File: src/rtl/adder_pkg.sv
// Shared definitions for the pipelined N-bit adder: default geometry and the
// slice-add function used by each pipeline stage.
package adder_pkg;

  localparam int DEFAULT_WIDTH = 16;
  localparam int DEFAULT_SEG   = 4;
  localparam int SLICE_MAX     = 64;

  typedef struct packed {
    logic                 c_msb;
    logic                 cout;
    logic [SLICE_MAX-1:0] sum;
  } slice_res_t;

  // Adds the low seg bits of a and b plus cin. Also reports the carry into
  // bit seg-1, which the top stage needs for signed overflow.
  function automatic slice_res_t slice_add(
    input logic [SLICE_MAX-1:0] a,
    input logic [SLICE_MAX-1:0] b,
    input logic                 cin,
    input int                   seg
  );
    logic [SLICE_MAX-1:0] mask;
    logic [SLICE_MAX-1:0] am;
    logic [SLICE_MAX-1:0] bm;
    logic [SLICE_MAX:0]   full;
    logic [SLICE_MAX:0]   pick;
    slice_res_t           r;
    mask    = ~({SLICE_MAX{1'b1}} << seg);
    am      = a & mask;
    bm      = b & mask;
    full    = {1'b0, am} + {1'b0, bm} + {{SLICE_MAX{1'b0}}, cin};
    pick    = {{SLICE_MAX{1'b0}}, 1'b1} << seg;
    r.sum   = full[SLICE_MAX-1:0] & mask;
    r.cout  = |(full & pick);
    r.c_msb = |((am ^ bm ^ full[SLICE_MAX-1:0]) & pick[SLICE_MAX:1]);
    return r;
  endfunction

endpackage

File: src/rtl/adder_slice.sv
// Combinational SEG-bit slice adder; one instance per pipeline stage.
module adder_slice
  import adder_pkg::*;
#(
  parameter int SEG = DEFAULT_SEG
) (
  input  logic [SEG-1:0] a,
  input  logic [SEG-1:0] b,
  input  logic           cin,
  output logic [SEG-1:0] sum,
  output logic           cout,
  output logic           c_msb
);

  slice_res_t res;

  assign res   = slice_add(SLICE_MAX'(a), SLICE_MAX'(b), cin, SEG);
  assign sum   = res.sum[SEG-1:0];
  assign cout  = res.cout;
  assign c_msb = res.c_msb;

  // The function works at a fixed maximum width; the bits above SEG are
  // always zero.
  if (SEG < SLICE_MAX) begin : g_pad
    logic unused_pad;
    assign unused_pad = |res.sum[SLICE_MAX-1:SEG];
  end

endmodule

File: src/rtl/adder_pipe_nbit.sv
// Pipelined WIDTH-bit adder/subtractor: one SEG-bit slice per stage with a
// registered carry between stages and a valid/ready handshake on both sides.
module adder_pipe_nbit
  import adder_pkg::*;
#(
  parameter int WIDTH = DEFAULT_WIDTH,
  parameter int SEG   = DEFAULT_SEG
) (
  input  logic             clk_in,
  input  logic             rst_n_in,
  input  logic             valid_in,
  output logic             ready_out,
  input  logic [WIDTH-1:0] a_in,
  input  logic [WIDTH-1:0] b_in,
  input  logic             carry_in,
  input  logic             sub_in,
  output logic             valid_out,
  input  logic             ready_in,
  output logic [WIDTH-1:0] sum_out,
  output logic             carry_out,
  output logic             overflow_out
);

  localparam int STAGES = WIDTH / SEG;

  if (SEG < 1 || SEG > SLICE_MAX) begin : g_bad_seg
    $error("adder_pipe_nbit: SEG must be in 1..%0d", SLICE_MAX);
  end
  if (WIDTH % SEG != 0) begin : g_bad_width
    $error("adder_pipe_nbit: WIDTH (%0d) must be a multiple of SEG (%0d)", WIDTH, SEG);
  end

  // Stage registers: index k holds the result of slice k.
  logic [STAGES-1:0] v_q;
  logic [STAGES-1:0] c_q;
  logic [WIDTH-1:0]  a_q [STAGES];
  logic [WIDTH-1:0]  b_q [STAGES];
  logic [WIDTH-1:0]  s_q [STAGES];
  logic              ovf_q;

  // Inputs presented to each stage's slice (from the ports for stage 0).
  logic [STAGES-1:0] v_st;
  logic [STAGES-1:0] c_st;
  logic [WIDTH-1:0]  a_st [STAGES];
  logic [WIDTH-1:0]  b_st [STAGES];
  logic [WIDTH-1:0]  s_st [STAGES];
  logic [WIDTH-1:0]  s_nx [STAGES];

  logic [SEG-1:0]    slice_sum  [STAGES];
  logic [STAGES-1:0] slice_cout;
  logic              slice_cmsb [STAGES];

  logic adv;

  // The whole pipe moves together; it only freezes when the output beat is
  // waiting on a downstream that is not ready.
  assign adv       = ready_in | ~valid_out;
  assign ready_out = adv;

  always_comb begin
    // Subtraction is A + ~B + 1: invert B once on entry and force carry-in.
    a_st[0] = a_in;
    b_st[0] = b_in ^ {WIDTH{sub_in}};
    s_st[0] = '0;
    c_st[0] = sub_in | carry_in;
    v_st[0] = valid_in;
    for (int k = 1; k < STAGES; k++) begin
      a_st[k] = a_q[k-1];
      b_st[k] = b_q[k-1];
      s_st[k] = s_q[k-1];
      c_st[k] = c_q[k-1];
      v_st[k] = v_q[k-1];
    end
  end

  for (genvar k = 0; k < STAGES; k++) begin : g_slice
    adder_slice #(.SEG(SEG)) u_slice (
      .a     (a_st[k][k*SEG +: SEG]),
      .b     (b_st[k][k*SEG +: SEG]),
      .cin   (c_st[k]),
      .sum   (slice_sum[k]),
      .cout  (slice_cout[k]),
      .c_msb (slice_cmsb[k])
    );

    // Only the top slice's MSB carry feeds overflow, and the last stage has
    // no successor to forward operands to.
    if (k == STAGES - 1) begin : g_last
      logic unused_tail;
      assign unused_tail = ^{a_q[k], b_q[k]};
    end else begin : g_inner
      logic unused_cmsb;
      assign unused_cmsb = slice_cmsb[k];
    end
  end

  // Merge each slice's partial sum into the running sum word.
  always_comb begin
    for (int k = 0; k < STAGES; k++) begin
      s_nx[k]                = s_st[k];
      s_nx[k][k*SEG +: SEG] = slice_sum[k];
    end
  end

  // NOTE: datapath registers are reset too, so sum/carry/overflow read as 0
  // while in reset and no stale result is visible after release.
  always_ff @(posedge clk_in or negedge rst_n_in) begin
    if (!rst_n_in) begin
      v_q   <= '0;
      c_q   <= '0;
      ovf_q <= 1'b0;
      for (int k = 0; k < STAGES; k++) begin
        a_q[k] <= '0;
        b_q[k] <= '0;
        s_q[k] <= '0;
      end
    end else if (adv) begin
      // NOTE: non-blocking assignments so every stage samples the values of
      // its predecessor from before this edge, regardless of statement order.
      v_q   <= v_st;
      c_q   <= slice_cout;
      ovf_q <= slice_cmsb[STAGES-1] ^ slice_cout[STAGES-1];
      for (int k = 0; k < STAGES; k++) begin
        a_q[k] <= a_st[k];
        b_q[k] <= b_st[k];
        s_q[k] <= s_nx[k];
      end
    end
  end

  assign valid_out    = v_q[STAGES-1];
  assign sum_out      = s_q[STAGES-1];
  assign carry_out    = c_q[STAGES-1];
  assign overflow_out = ovf_q;

endmodule

File: config.mk
export PLATFORM = sky130hd
export DESIGN_NAME = adder_pipe_nbit
export DESIGN_NICKNAME = d
export VERILOG_FILES = /design/src/rtl/adder_pkg.sv /design/src/rtl/adder_slice.sv /design/src/rtl/adder_pipe_nbit.sv
export SDC_FILE = /design/constraint.sdc
export NUM_CORES = 1
export LEC_CHECK = 0
export ABC_AREA = 1
export CORE_AREA = 2 2 110 112
export DETAILED_ROUTE_END_ITERATION = 16
export DIE_AREA = 0 0 112 114
export GPL_ROUTABILITY_DRIVEN = 1
export MAX_ROUTING_LAYER = met4
export RECOVER_POWER = 25
export SYNTH_ARGS = -nofsm -noshare
export SYNTH_HDL_FRONTEND = slang
export SYNTH_HIERARCHICAL = 1
export SYNTH_SLANG_ARGS = --single-unit
File: constraint.sdc
create_clock -name clk_in -period 2.44 [get_ports clk_in]
set_clock_uncertainty 0.05 [all_clocks]
set_input_delay 0.61 -clock clk_in [delete_from_list [all_inputs] [get_ports clk_in]]
set_output_delay 0.61 -clock clk_in [all_outputs]
set_load 0.05 [all_outputs]
# Yosys cells after proc, flatten, opt, wreduce, memory -nomap -nowiden
# Index checks and enable logic that the tools add are counted.
# totals
out_inout_bits,20
word_cells,28
regBits,145
# op_classes
add_sub_neg,8
bitwise_logic,7
# op_table
cell,count
4-bit by 4-bit adder with 5-bit output,4
5-bit by 1-bit adder with 5-bit output,4
16-bit XOR,1
4-bit XOR,2
1-bit OR,2
1-bit NOT,1
1-bit XOR,1

# Logic depth before layout (Yosys ltp)
# Gate-level depths: netlist of the first run.
# depth
depth_word,4
ltp_mapped,12
depth_no_buf,10

# Hierarchy
# The synthesis of the first run kept the hierarchy.
# by_module_without_submodules
mod,area_per_inst_um2,seq_area_each_um2,cells_each,n_inst
adder_pipe_nbit,3846.2,2427.3,441,1
adder_slice (g_slice[0].u_slice ...),160.2,0.0,24,2
adder_slice (g_slice[3].u_slice),183.9,0.0,30,1
adder_slice (g_slice[2].u_slice),171.4,0.0,24,1

# Least setup slack after synthesis of the first run
# No wires, ideal clock.
# synth_path
path_kind,input to register
start,in sub_in
end,reg s_q (netlist bit s_nx[34])
path_buffers,2
cell_stages,9
path_slack_ns,0.055
t_arrival_ns,2.218
required_ns,2.274
setup_ns,0.116
cell_sequence,buf_2 buf_2 xor2_1 inv_1 fa_1 fa_1 xnor2_1 nand2_1 nand2_1
# synth_lines
element,line_no,rtl
from (decl),adder_pipe_nbit.sv:16,"input logic sub_in,"
"to (signal, indexed assignment)",adder_pipe_nbit.sv:126,s_q[k] <= s_nx[k];
to (decl),adder_pipe_nbit.sv:38,logic [WIDTH-1:0] s_q [STAGES];

==> results.sh, run 1 <==
export IMPL_status="completed"
export IMPL_cap_violations=0
export IMPL_seq_area_frac_synth_pct=53.7
export IMPL_drive_gt1_share_pct=5.16
export IMPL_cts_buffers=9
export IMPL_fin_area_um2=5540
export IMPL_drtIter0Drc=183
export IMPL_nNetsFinal=654
export IMPL_io_pins=58
export IMPL_top_layer="met4"
export IMPL_cp_max_fo=2
export IMPL_seqPwrFrac_pct=37.6
export IMPL_dieArea_um2=12800
export IMPL_hold_viol_final=0
export IMPL_power_share_clock_pct=19.6
export IMPL_overflow=0
export IMPL_antenna_found_initial=0
export IMPL_syn_avg_cell_area_um2=8.33
export IMPL_num_rows=40
export IMPL_p_int_w=0.00427
export IMPL_critPathKind="in2reg"
export IMPL_cts_root_buf="clkbuf_16"
export IMPL_grt_max_degree=98
export IMPL_synth_top_cell_area_share_pct=53.7
export IMPL_cts_clk_slew_worst_paths_ns=0.06
export IMPL_die_height_um=114
export IMPL_grt_pass1_vias=3258
export IMPL_cts_tree="yes"
export IMPL_hold_ws_ns=0.353
export IMPL_finalCriticalPeriod_ns=2.30
export IMPL_reg2reg_from="a_q[28]"
export IMPL_slew_violations=0
export IMPL_r2r_end="overflow_out"
export IMPL_first_pass_iters=4
export IMPL_synth_ff_type="dfrtp_1"
export IMPL_wl_met3_um=319
export IMPL_setup_viol=0
export IMPL_async_reset_ff_share_pct=100
export IMPL_vias_per_cell=4.41
export IMPL_cts_num_sinks=97
export IMPL_synth_edf_count=0
export IMPL_met2_length_um=3480
export IMPL_yosys_top_cells_count="247 x nand2_1, 97 x dfrtp_1, 72 x inv_1, 40 x o21ai_0, 21 x nand3_1"
export IMPL_ys_seq_elements=97
export IMPL_yosysMostFrequentCell="nand2_1"
export IMPL_post_dp_hpwl_um=5500
export IMPL_start_kind="input pin"
export IMPL_cts_max_level=3
export IMPL_place_gp_congestion=0.768
export IMPL_wl_um=8020
export IMPL_power_density_nw_per_um2=1280
export IMPL_switching_share_pct=39.8
export IMPL_p_leak_nw=2.92
export IMPL_crit_arrival_ns=2.53
export IMPL_nFillCells=1190
export IMPL_drtAntennaViolNets=0
export IMPL_post_cts_buffers=0
export IMPL_vias=3298
export IMPL_grt_usage_pct=14.2
export IMPL_drcViolationCount=0
export IMPL_diodes=0
export IMPL_p_comb_share_pct=42.7
export IMPL_ys_warn_count=6
export IMPL_die_x_um=112
export IMPL_synth_distinct_cells=20
export IMPL_worstPathRequired_ns=2.66
export IMPL_fin_crit_sh_pct=94.3
export IMPL_reg2reg_slack_ns=0.52
export IMPL_totalPowerFinal_w=0.00710
export IMPL_cp_startpoint="b_in[0]"
export IMPL_numPortBuffers=57
export IMPL_placed_cell_area_um2=5260
export IMPL_max_slew_margin_pct=37.9
export IMPL_core_um2=11700
export IMPL_hold_class="in2async"
export IMPL_netlist_area_um2=4520
export IMPL_insertion_delay_ns=0.34
export IMPL_tightest_slew_ns=0.932
export IMPL_post_synth_top_area_cell="dfrtp_1"
export IMPL_met1Wirelength_um=4030
export IMPL_synth_cells=543
export IMPL_switchingPower_w=0.00283
export IMPL_syn_nets=601
export IMPL_reg2reg_depth=8
export IMPL_peakVddDrop_uv=530
export IMPL_clk_path_buf_depth=2
export IMPL_rsz0062_at_grt="false"
export IMPL_wire_per_inst_um=10.7
export IMPL_critPathCaptureType="flip-flop"
export IMPL_endpoint="c_q[0]"
export IMPL_synth_area_leaders="dfrtp_1 54%, nand2_1 21%, inv_1 6.0%, o21ai_0 4.4%, fa_1 3.5%"
export IMPL_tns_ns=0
export IMPL_syn2layout_area_growth_pct=22.6
export IMPL_fmax_mhz=435
export IMPL_start_util_pct=38.6
export IMPL_grt_pass1_wl_um=14400
layout make-up:
cell class	count	area [um^2]	share of cell area [%]
Clock buffer	12	246	4.45
Clock inverter	4	51.3	0.925
Inverter	73	274	4.94
Multi-Input combinational cell	350	1700	30.7
Sequential cell	97	2430	43.8
Tap cell	147	184	3.32
Timing Repair Buffer	65	661	11.9
power groups by stage:
| stage | Sequential (W) | Clock, W | Combinational [W] |
|---|---|---|---|
| 6_report | 0.00267 | 0.00139 | 0.00304 |
| 3_3_place_gp | 0.00268 | 0 | 0.00299 |
| 3_5_place_dp | 0.00271 | 0 | 0.00308 |
| 4_1_cts | 0.00268 | 0.00144 | 0.00309 |
| 2_1_floorplan | 0.00314 | 0 | 0.00178 |
| 5_1_grt | 0.00277 | 0.00150 | 0.00349 |
worst min-delay path by stage:
stage	from	to	depth (start not counted)
5_1_grt	rst_n_in	sum_out[5]	1
2_1_floorplan	rst_n_in	a_q[28]	0
4_1_cts	rst_n_in	b_q[52]	1
3_3_place_gp	v_q[2]	v_q[3]	2
3_5_place_dp	v_q[2]	v_q[3]	2
6_report	rst_n_in	b_q[52]	1
through the flow:
stage / utilization (%) / cells / setup slack [ns]
floorplan: - / 543 / 0.0552
global placement: 44.9 / 732 / -0.229
detailed placement: 44.9 / 732 / -0.279
CTS: 47.5 / 748 / 0.0778
global route: 47.3 / 748 / 0.0902
finish: 47.3 / 748 / 0.139
cell families (layout without fill, tap and decap cells):
kind of cell	Yosys count	count (layout)	synth area share, %
adder cells (fa/ha/maj)	20	20	6.86
flip-flops	97	97	53.7
AND/OR/NAND/NOR	274	274	23.8
buffers and inverters	96	154	8.72
AO/OA/AOI/OAI	48	48	5.40
XOR/XNOR	8	8	1.55
timing repair:
action                                  4_1_cts  5_1_grt
resized for setup                             0        1
endpoints found under the setup margin        0        1
hold buffers                                  0        0
flip-flops by register name, indices dropped and copies added, names as in the netlist:
name,flops
a_q,24
b_q,24
s_nx,24
sum_out,16
c_q,4
v_q,4
overflow_out,1
worst max-delay path, cell delays in order:
cell and delay, ns:
clkdlybuf4s50_1 0.47, xor2_1 0.14, inv_1 0.07, fa_1 0.44, fa_1 0.43, o21ai_0 0.21, nand2_1 0.08, nand2_1 0.08
layout by cell type, fill, tap and decap left out:
cell type,n
clkinvlp_4,1
dfrtp_1,97
inv_6,1
xor2_1,4
nor2_1,1
xnor2_1,4
clkdlybuf4s50_1,54
ha_1,12
nand2_2,2
dlymetal6s2s_1,1
nand3_1,21
a21oi_1,7
nand3_2,1
buf_4,5
nor2_4,1
clkbuf_2,2
clkbuf_1,2
inv_1,72
bufinv_16,1
buf_12,3
clkbuf_8,1
inv_2,1
clkinv_2,1
a21oi_2,1
o21ai_0,40
or2_2,1
fa_1,8
nand2_1,247
clkbuf_16,9
layer usage:
| metal | track usage (%) | up-vias |
|---|---|---|
| met4 | 6.99 | 0 |
| met1 | 18.1 | 1483 |
| met3 | 3.03 | 14 |
| li1 | - | 1741 |
| met2 | 21.8 | 60 |
| met5 | - | - |
No activity file was read; power rests on OpenSTA's default activity.
==> inputs of run 2 (changes only) <==
--- a/config.mk
+++ b/config.mk
@@ -10,6 +10,7 @@
 export DETAILED_ROUTE_END_ITERATION = 16
 export DIE_AREA = 0 0 112 114
 export GPL_ROUTABILITY_DRIVEN = 1
+export HOLD_SLACK_MARGIN = 0.08
 export MAX_ROUTING_LAYER = met4
 export RECOVER_POWER = 25
 export SYNTH_ARGS = -nofsm -noshare
==> results of run 2 <==
No change in the layout: final DEF, timing and power equal those of run 1.
